## config.mk

```make
export PLATFORM = sky130hd
export DESIGN_NAME = multi_issue_pipe_reg
export DESIGN_NICKNAME = d
export VERILOG_FILES = /design/src/rtl/multi_issue_pipe_reg_pkg.sv /design/src/rtl/multi_issue_pipe_reg_lane_group_reg.sv /design/src/rtl/multi_issue_pipe_reg.sv
export SDC_FILE = /design/constraint.sdc
export NUM_CORES = 1
export LEC_CHECK = 0
export CAP_MARGIN = 20
export CORE_MARGIN = 8
export CORE_UTILIZATION = 45
export CTS_CLUSTER_DIAMETER = 100
export DETAILED_ROUTE_END_ITERATION = 8
export PLACE_DENSITY = 0.73
export RECOVER_POWER = 100
export SKIP_CTS_REPAIR_TIMING = 1
export SYNTH_ARGS = -nofsm -noshare
export SYNTH_HDL_FRONTEND = slang
export SYNTH_HIERARCHICAL = 1
export SYNTH_SLANG_ARGS = --single-unit
export TNS_END_PERCENT = 1
```

## constraint.sdc

```tcl
create_clock -name clk -period 9.2 [get_ports clk]
set_input_delay 1.84 -clock clk [delete_from_list [all_inputs] [get_ports clk]]
set_output_delay 1.84 -clock clk [all_outputs]
set_load 0.1 [all_outputs]
```

## src/rtl/multi_issue_pipe_reg_pkg.sv

```systemverilog
// Shared definitions for the N-lane pipeline boundary register.
// Payload stays an opaque WIDTH-bit vector; instantiators pack their own
// pipeline_*_t structs into it.
package cpu_defs;

    localparam int unsigned DEF_LANES = 2;
    localparam int unsigned DEF_WIDTH = 32;
    localparam int unsigned DEF_CNT_W = 16;

    // Where the main group is reloaded from at the next edge.
    typedef enum logic [1:0] {
        MAIN_HOLD      = 2'd0,
        MAIN_FROM_SKID = 2'd1,
        MAIN_FROM_IN   = 2'd2,
        MAIN_CLEAR     = 2'd3
    } main_src_e;

endpackage

```

## src/rtl/multi_issue_pipe_reg_lane_group_reg.sv

```systemverilog
// One group of LANES valid bits plus payload. A load overwrites the whole
// group; otherwise lanes selected by clr_mask are invalidated and the payload
// is left untouched.
module lane_group_reg #(
    parameter int unsigned LANES = 2,
    parameter int unsigned WIDTH = 32
) (
    input  logic                   clk,
    input  logic                   rst,
    input  logic                   load,
    input  logic [LANES-1:0]       load_v,
    input  logic [LANES*WIDTH-1:0] load_d,
    input  logic [LANES-1:0]       clr_mask,
    output logic [LANES-1:0]       q_v,
    output logic [LANES*WIDTH-1:0] q_d
);

    // Group storage: load wins over lane clearing.
    always_ff @(posedge clk or negedge rst) begin
        if (!rst) begin
            q_v <= '0;
            q_d <= '0;
        end else if (load) begin
            q_v <= load_v;
            q_d <= load_d;
        end else begin
            q_v <= q_v & ~clr_mask;
        end
    end

endmodule

```

## src/rtl/multi_issue_pipe_reg.sv

```systemverilog
// N-lane pipeline boundary register with valid/ready handshake, optional
// skid group, flush and keep-oldest-k lane kill. Lane 0 is the oldest.
module multi_issue_pipe_reg
    import cpu_defs::*;
#(
    parameter int unsigned LANES = DEF_LANES,
    parameter int unsigned WIDTH = DEF_WIDTH,
    parameter int unsigned SKID  = 1,
    parameter int unsigned CNT_W = DEF_CNT_W
) (
    input  logic                       clk,
    input  logic                       rst,
    input  logic [LANES-1:0]           in_valid,
    input  logic [LANES*WIDTH-1:0]     in_data,
    output logic                       in_ready,
    output logic [LANES-1:0]           out_valid,
    output logic [LANES*WIDTH-1:0]     out_data,
    input  logic                       out_ready,
    input  logic                       flush,
    input  logic                       kill_valid,
    input  logic [$clog2(LANES+1)-1:0] kill_keep,
    output logic [CNT_W-1:0]           stall_cnt,
    output logic [CNT_W-1:0]           kill_cnt
);

    localparam logic [CNT_W-1:0] CNT_MAX = '1;

    function automatic int unsigned popcount(input logic [LANES-1:0] v);
        int unsigned n = 0;
        for (int unsigned i = 0; i < LANES; i++) begin
            if (v[i]) n++;
        end
        return n;
    endfunction

    logic [LANES-1:0]       main_v;
    logic [LANES-1:0]       skid_v;
    logic [LANES-1:0]       kmask;
    logic [LANES*WIDTH-1:0] main_d;
    logic [LANES*WIDTH-1:0] skid_d;
    logic                   consumed;
    logic                   main_free;
    logic                   acc;
    main_src_e              main_src;
    logic                   main_load;
    logic [LANES-1:0]       main_load_v;
    logic [LANES*WIDTH-1:0] main_load_d;
    logic [LANES-1:0]       main_clr;
    logic                   skid_load;
    logic [LANES-1:0]       skid_clr;
    logic                   stall_inc;
    int unsigned            kill_inc;
    logic [CNT_W:0]         kill_sum;

    // Kill mask: every lane at or above kill_keep is squashed.
    always_comb begin
        kmask = '0;
        for (int unsigned i = 0; i < LANES; i++) begin
            kmask[i] = kill_valid && (i >= 32'(kill_keep));
        end
    end

    assign out_valid = main_v & ~kmask;
    assign out_data  = main_d;
    assign consumed  = out_ready && |out_valid;
    assign main_free = ~|main_v || consumed;
    assign in_ready  = (SKID != 0) ? ~|skid_v : (~|main_v || out_ready);
    assign acc       = in_ready && |in_valid && !flush && !kill_valid;

    // Next-state selection for main and skid groups; flush overrides all.
    // A kill always empties the skid (it is younger than anything in main),
    // so the skid is never promoted in a kill cycle.
    always_comb begin
        main_src  = MAIN_HOLD;
        skid_load = 1'b0;
        skid_clr  = '0;
        if (flush) begin
            main_src = MAIN_CLEAR;
            skid_clr = '1;
        end else if (SKID != 0) begin
            if (main_free) begin
                if (|skid_v && !kill_valid) begin
                    main_src = MAIN_FROM_SKID;
                end else if (acc) begin
                    main_src = MAIN_FROM_IN;
                end else begin
                    main_src = MAIN_CLEAR;
                end
                skid_clr = '1;
            end else if (kill_valid) begin
                skid_clr = '1;
            end else if (acc) begin
                skid_load = 1'b1;
            end
        end else begin
            if (acc) begin
                main_src = MAIN_FROM_IN;
            end else if (consumed) begin
                main_src = MAIN_CLEAR;
            end
        end
    end

    // Translate the selected source into main group register controls.
    always_comb begin
        main_load   = 1'b0;
        main_load_v = '0;
        main_load_d = in_data;
        main_clr    = '0;
        case (main_src)
            MAIN_HOLD:      main_clr = kmask;
            MAIN_FROM_SKID: begin
                main_load   = 1'b1;
                main_load_v = skid_v;
                main_load_d = skid_d;
            end
            MAIN_FROM_IN:   begin
                main_load   = 1'b1;
                main_load_v = in_valid;
                main_load_d = in_data;
            end
            MAIN_CLEAR:     main_clr = '1;
            default:        main_clr = '1;
        endcase
    end

    lane_group_reg #(
        .LANES (LANES),
        .WIDTH (WIDTH)
    ) u_main (
        .clk      (clk),
        .rst      (rst),
        .load     (main_load),
        .load_v   (main_load_v),
        .load_d   (main_load_d),
        .clr_mask (main_clr),
        .q_v      (main_v),
        .q_d      (main_d)
    );

    generate
        if (SKID != 0) begin : g_skid
            lane_group_reg #(
                .LANES (LANES),
                .WIDTH (WIDTH)
            ) u_skid (
                .clk      (clk),
                .rst      (rst),
                .load     (skid_load),
                .load_v   (in_valid),
                .load_d   (in_data),
                .clr_mask (skid_clr),
                .q_v      (skid_v),
                .q_d      (skid_d)
            );
        end else begin : g_no_skid
            assign skid_v = '0;
            assign skid_d = '0;
        end
    endgenerate

    // Counter increments for this cycle; a flush cycle counts nothing.
    always_comb begin
        stall_inc = |out_valid && !out_ready && !flush;
        kill_inc  = 0;
        if (!flush) begin
            kill_inc = popcount(main_v & kmask);
            if (kill_valid) kill_inc = kill_inc + popcount(skid_v);
        end
        kill_sum = {1'b0, kill_cnt} + (CNT_W+1)'(kill_inc);
    end

    // Saturating performance counters.
    always_ff @(posedge clk or negedge rst) begin
        if (!rst) begin
            stall_cnt <= '0;
            kill_cnt  <= '0;
        end else begin
            if (stall_inc && stall_cnt != CNT_MAX) stall_cnt <= stall_cnt + CNT_W'(1);
            kill_cnt <= kill_sum[CNT_W] ? CNT_MAX : kill_sum[CNT_W-1:0];
        end
    end

endmodule
```

**Word level (Yosys, flattened, before mapping)**

Cells that the tools add are included.

- Register bits after elaboration: 164
- Latch bits: 0
- Bits in writable memories: 0
- Bits in read-only memories: 0
- Input bits: 73
- Logic and storage cells: 76
- Memories: 0

- Add/sub/neg operators: 5
- Multiply operators: 0
- Divide/modulo/power cells: 0
- Magnitude comparators: 2
- Equal/unequal tests: 4
- Shifts and indexed selects: 0
- Muxes and demuxes: 30
- Bitwise logic cells: 7
- Reductions and logical operators: 22

Operator list:

| cell | count |
|---|---|
| two-way mux 17 bit | 10 |
| two-way mux 64 bit | 1 |
| adder 17 x 1 -> 17 bit, second input constant | 2 |
| adder 16 x 17 -> 17 bit | 1 |
| adder 17 bit | 1 |
| adder 16 x 1 -> 16 bit, second input constant | 1 |
| two-way mux 16 bit | 1 |
| two-way mux 2 bit | 8 |
| inequality test 16 bit, second input constant | 1 |
| logical AND 1 bit | 10 |
| OR reduction 2 bit | 5 |
| AND 2 bit | 4 |
| two-way mux 1 bit | 8 |
| case mux 2 bit (2 select lines) | 2 |
| inverter 2 bit | 3 |
| zero test 1 bit | 5 |
| == test 2 bit, second input constant | 2 |
| >= comparator 1 x 2 -> 1 bit, first input constant | 2 |
| == test 2 x 1 -> 1 bit, second input constant | 1 |
| zero test 2 bit | 1 |
| logical OR 1 bit | 1 |

**Logic depth before layout (Yosys ltp)**

- Word-level depth: 14
- Gate-level depth with buffers: 14

**Hierarchy**

The synthesis kept the hierarchy.

By module, submodules not included:

| module | instances | cells each | area each (um2) |
|---|---|---|---|
| lane_group_reg | 2 | 144 | 2527.4 |
| multi_issue_pipe_reg | 1 | 256 | 2620.0 |

**Worst setup path before layout**

Ideal clock, no wire load.

- Path type: input port to flip-flop
- From: input kill_valid
- To: register kill_cnt[15]
- Data arrival time: 4.846 ns
- Data required time: 9.074 ns
- Slack: 4.228 ns
- Stages: 13
- Buffers on the path: 0
- Cells stage by stage: or2b_1 -> nor3b_1 -> ha_1 -> ha_1 -> inv_1 -> fa_1 -> a211oi_1 -> ha_1 -> a21o_1 -> a21oi_1 -> nor2_1 -> nand4_1 -> mux2_2

- Longest elaborated chain between the ends: 12
- Elaborated cells on any way between the ends: 13

Ends and longest elaborated chain:

| element | RTL line | source |
|---|---|---|
| from (decl) | multi_issue_pipe_reg.sv:20 | `input logic kill_valid,` |
| logical AND 1 bit | multi_issue_pipe_reg.sv:59 | `kmask[i] = kill_valid && (i >= 32'(kill_keep));` |
| AND 2 bit | multi_issue_pipe_reg.sv:167 | `kill_inc = popcount(main_v & kmask);` |
| two-way mux 1 bit | multi_issue_pipe_reg.sv:31 | `if (v[i]) n++;` |
| two-way mux 17 bit | multi_issue_pipe_reg.sv:166 | `if (!flush) begin` |
| adder 17 x 1 -> 17 bit | multi_issue_pipe_reg.sv:31 |  |
| two-way mux 17 bit | multi_issue_pipe_reg.sv:31 |  |
| two-way mux 17 bit | multi_issue_pipe_reg.sv:166 |  |
| adder 17 bit | multi_issue_pipe_reg.sv:168 | `if (kill_valid) kill_inc = kill_inc + popcount(skid_v);` |
| two-way mux 17 bit * | multi_issue_pipe_reg.sv:168 |  |
| two-way mux 17 bit * | multi_issue_pipe_reg.sv:166 |  |
| adder 16 x 17 -> 17 bit * | multi_issue_pipe_reg.sv:170 | `kill_sum = {1'b0, kill_cnt} + (CNT_W+1)'(kill_inc);` |
| two-way mux 16 bit * | multi_issue_pipe_reg.sv:180 | `kill_cnt <= kill_sum[CNT_W] ? CNT_MAX : kill_sum[CNT_W-1:0];` |
| to (signal assigned) | multi_issue_pipe_reg.sv:180 |  |
| to (decl) | multi_issue_pipe_reg.sv:23 | `output logic [CNT_W-1:0] kill_cnt` |

Mark *: on every way between the ends. The rest lies on a longest branch, timed or not. The select of a mux whose other input is x is not followed.
A chain may end at the register's enable or synchronous reset.

**Final worst setup path**

- From: input kill_valid
- To: register u_main.q_d[54]

- Elaborated cells on any way between the ends: 19

RTL lines:

| element | RTL line | source |
|---|---|---|
| logical AND 1 bit | multi_issue_pipe_reg.sv:59 |  |
| inverter 2 bit | multi_issue_pipe_reg.sv:63 | `assign out_valid = main_v & ~kmask;` |
| AND 2 bit | multi_issue_pipe_reg.sv:63 |  |
| OR reduction 2 bit | multi_issue_pipe_reg.sv:65 | `assign consumed = out_ready && \|out_valid;` |
| logical AND 1 bit | multi_issue_pipe_reg.sv:65 |  |
| logical OR 1 bit | multi_issue_pipe_reg.sv:66 | `assign main_free = ~\|main_v \|\| consumed;` |
| two-way mux 2 bit * | multi_issue_pipe_reg.sv:81 | `if (main_free) begin` |
| two-way mux 2 bit * | multi_issue_pipe_reg.sv:77 | `if (flush) begin` |
| == test 2 x 1 -> 1 bit * | multi_issue_pipe_reg.sv:110 | `case (main_src)` |
| two-way mux 64 bit * | multi_issue_pipe_reg.sv:110 |  |
| named net main_load_d[54] | multi_issue_pipe_reg.sv:47 | `logic [LANES*WIDTH-1:0] main_load_d;` |
| to (signal assigned) | multi_issue_pipe_reg_lane_group_reg.sv:25 | `q_d <= load_d;` |
| to (decl) | multi_issue_pipe_reg_lane_group_reg.sv:15 | `output logic [LANES*WIDTH-1:0] q_d` |

Mark *: on every way through the listed nets, which the timed path passes. The rest lies on a longest branch.

==> impl_metrics.py <==
metrics = {
    "min_path": {
        "hold_class": "flop to flop",
        "hold_start": "u_main/q_d[47]",
    },
    "logic_synthesis": {
        "yosys_warnings": 6,
        "synth_area_um2": 7670,
        "syn-mean-instance-area_um2": 14.1,
        "yosysUniqueCellTypes": 41,
        "ys_seq_area_share_pct": 53.5,
        "syn_inst": 544,
        "synth_nets": 631,
        "yosys_register_bits": 164,
    },
    "finish": {
        "n_antenna_cell": 0,
        "mostFrequentLayoutCells": "dfrtp_1, mux2_2, dlygate4sd3_1, clkdlybuf4s50_1, mux2_1",
        "layout.nets": 800,
        "final_layout_size_suffix_gt1_share_pct": 27.4,
        "area_growth_pct": 30.4,
        "final_common_cell": "dfrtp_1",
    },
    "run": {
        "max_cap_viol_count": 4,
    },
    "clock_tree": {
        "clock-root-buffer": "clkbuf_16",
        "cts_buffer_depth": 2,
        "cts_tree": "built",
        "clk_latency_ns": 0.42,
        "htree_levels": 4,
        "clock_sinks": 164,
        "cts_made_buffers": 17,
        "clk_pin_slew_worst_paths_ns": 0.06,
    },
    "setup_path": {
        "cp_max_fo": 35,
        "start_kind": "primary input",
        "slowest_stage": "clkbuf_1",
        "arrival_ns": 7.09,
        "reg2reg_from": "g_skid.u_skid/q_v[0]",
        "critPathKind": "primary input to flop",
        "crit_chain": "dlygate4sd3_1, nor2b_1, nand2_1, a211o_1, o31a_2, inv_1, ha_1, clkbuf_1, mux2_2, mux2_1",
        "slowest_delay_ns": 1.54,
        "crit_path_end_kind": "flop",
        "startpoint": "kill_valid",
        "critPathRequiredTime_ns": 9.49,
    },
    "grt": {
        "grt_first_pass_wirelength_um": 28800,
        "grt_antenna_before_repair": 0,
        "grt_overflow": 0,
        "grt_start_max_net_pins": 96,
        "grt_pass1_vias": 5423,
        "grt_use_total_pct": 16.7,
    },
    "pwr": {
        "pwr-share-seq_pct": 35.2,
        "p_leak_nw": 4.55,
        "internal-power_w": 0.00148,
        "p_total_w": 0.00244,
        "p_sw_share_pct": 39.1,
        "ir_drop_mv": 0.229,
        "netSwitchingPower_w": 0.000953,
        "p_per_area_nw_per_um2": 243,
        "pwr-share-clk_pct": 31.0,
        "combPwrFrac_pct": 33.8,
    },
    "sta": {
        "finalCritPeriodShare_pct": 73.9,
        "rsz0062_at_grt": "false",
        "tns_ns": 0,
        "slew_headroom_pct": -233,
        "setup_ws_ns": 2.40,
        "fmax_mhz": 147,
        "hold_ws_ns": 0.479,
        "min_period_ns": 6.80,
        "hold_viol": 0,
        "finalSetupViolCount": 0,
        "tightestPinTransition_ns": 4.99,
        "maxSlewViolCount": 234,
        "finalClockSkew_ns": 0.00626,
    },
    "floorplanning": {
        "die_w_um": 147,
        "io_pins": 172,
        "fp.dieH_um": 147,
        "die-area_um2": 21500,
        "std_cell_rows": 47,
        "initial_core_util_pct": 46.1,
        "coreArea_um2": 16600,
    },
    "place": {
        "port-buffer-count": 171,
        "place_hpwl_um": 12000,
        "preCtsSetupSlack_ns": 3.34,
        "gp_congestion": 0.791,
    },
    "route": {
        "drtIter0Drc": 170,
        "antenna_left": 0,
        "dr_total_vias": 4872,
        "drc_errors": 0,
        "wirelength_um": 17000,
        "viasPerCell": 5.16,
        "avgRoutedWirePerCell_um": 18.0,
        "firstDrtPassIters": 4,
    },
    "outcome": {
        "violations": "max-capacitance violations, max-slew violations",
        "outcome": "finished with violations",
    },
}
==> power groups by stage <==
| stage | sequential, W | clock, W | combinational [W] |
|---|---|---|---|
| after global routing | 0.000871 | 0.000805 | 0.000853 |
| after detailed placement | 0.000874 | 0 | 0.000871 |
| after floorplan | 0.00138 | 0 | 0.000126 |
| after global placement | 0.000871 | 0 | 0.000864 |
| final | 0.000858 | 0.000754 | 0.000824 |
| after CTS | 0.000863 | 0.000777 | 0.000873 |
==> synth_stat cells <==
cell type,count,area (um^2)
a211o_1,1,8.76
mux2_4,32,480
and3_2,1,7.51
o21ai_0,7,35.0
nor3b_1,4,30.0
a211oi_1,1,7.51
a41oi_1,1,8.76
a21o_1,2,15.0
and4_1,2,17.5
nor3_1,2,10.0
mux2_2,163,1840
nand4_1,4,25.0
nor2_1,13,48.8
ha_1,12,150
nor2b_4,1,13.8
buf_2,10,50.1
o21a_1,1,7.51
a21oi_4,1,16.3
o31a_2,1,10.0
and2_1,1,6.26
and3_1,9,56.3
nor2b_1,3,18.8
a2111oi_4,1,27.5
dfrtp_1,164,4100
a22oi_1,2,15.0
a31oi_1,2,12.5
nand2b_1,9,56.3
o211ai_1,1,7.51
xor2_1,5,43.8
a21oi_1,4,20.0
a2111o_1,1,11.3
fa_1,2,40.0
clkbuf_1,7,26.3
or2b_1,1,7.51
mux2i_1,1,10.0
buf_6,8,90.1
and2_2,1,7.51
nand3_1,8,40.0
nand2_1,27,101
inv_1,10,37.5
xnor2_1,18,158
==> path summary, 6_finish.rpt <==
path,to,slack (ns),cells after the start
max in group asynchronous,g_skid.u_skid/q_d[9],3.11,2
setup reg to reg,u_main/q_d[54],4.31,9
setup / recovery,u_main/q_d[54],2.40,10
min in group asynchronous,g_skid.u_skid/q_d[11],3.20,1
hold reg to reg,u_main/q_d[47],0.48,1
hold / removal,u_main/q_d[47],0.48,1
==> critical path: cells and delay by family <==
kind,cells,cell delay (ns)
AOI/OAI and AO/OA,2,0.53
buffers and inverters,3,2.32
and+or+nand+nor,2,0.41
muxes,2,0.76
adders and majority gates,1,1.19
==> final cells by class <==
type | count | area (um^2)
Fill cell | 1303 | 6640
Sequential cell | 164 | 4100
Multi-Input combinational cell | 345 | 3220
Timing Repair Buffer | 175 | 1730
Clock buffer | 24 | 492
Tap cell | 220 | 275
Clock inverter | 7 | 145
Inverter | 10 | 38.8
==> stage by stage <==
stage,util (%),area [um^2],instances
after floorplan,-,7670,544
after global placement,57.3,9540,914
after detailed placement,57.3,9540,914
after CTS,61.1,10200,945
after global routing,60.1,10000,945
final,60.1,10000,945
==> per-layer routing <==
metal  vias up  wire, um  share of wire [%]  track usage (%)
met5         -         0                  0                0
met4         0       174                1.0             4.53
met3        15      1020                6.0             5.84
met2       131      8250                 48             27.1
met1      2467      7570                 44             20.7
li1       2259         -                  -                -
==> state kept, by name, indices dropped and copies added, names as in the netlist <==
name / cells
g_skid.u_skid/q_d: 64
g_skid.u_skid/q_v: 2
kill_cnt: 16
stall_cnt: 16
u_main/q_d: 64
u_main/q_v: 2
==> cell families after synthesis <==
kind of cell,Yosys count,synth area share [%]
adders and majority gates,14,2.48
AOI/OAI and AO/OA,26,2.64
buffers and inverters,35,2.66
and+or+nand+nor,86,5.82
xor gates and xnor gates,23,2.62
DFF,164,53.5
muxes,196,30.3
Note: power is estimated with default switching activity, not from simulation.
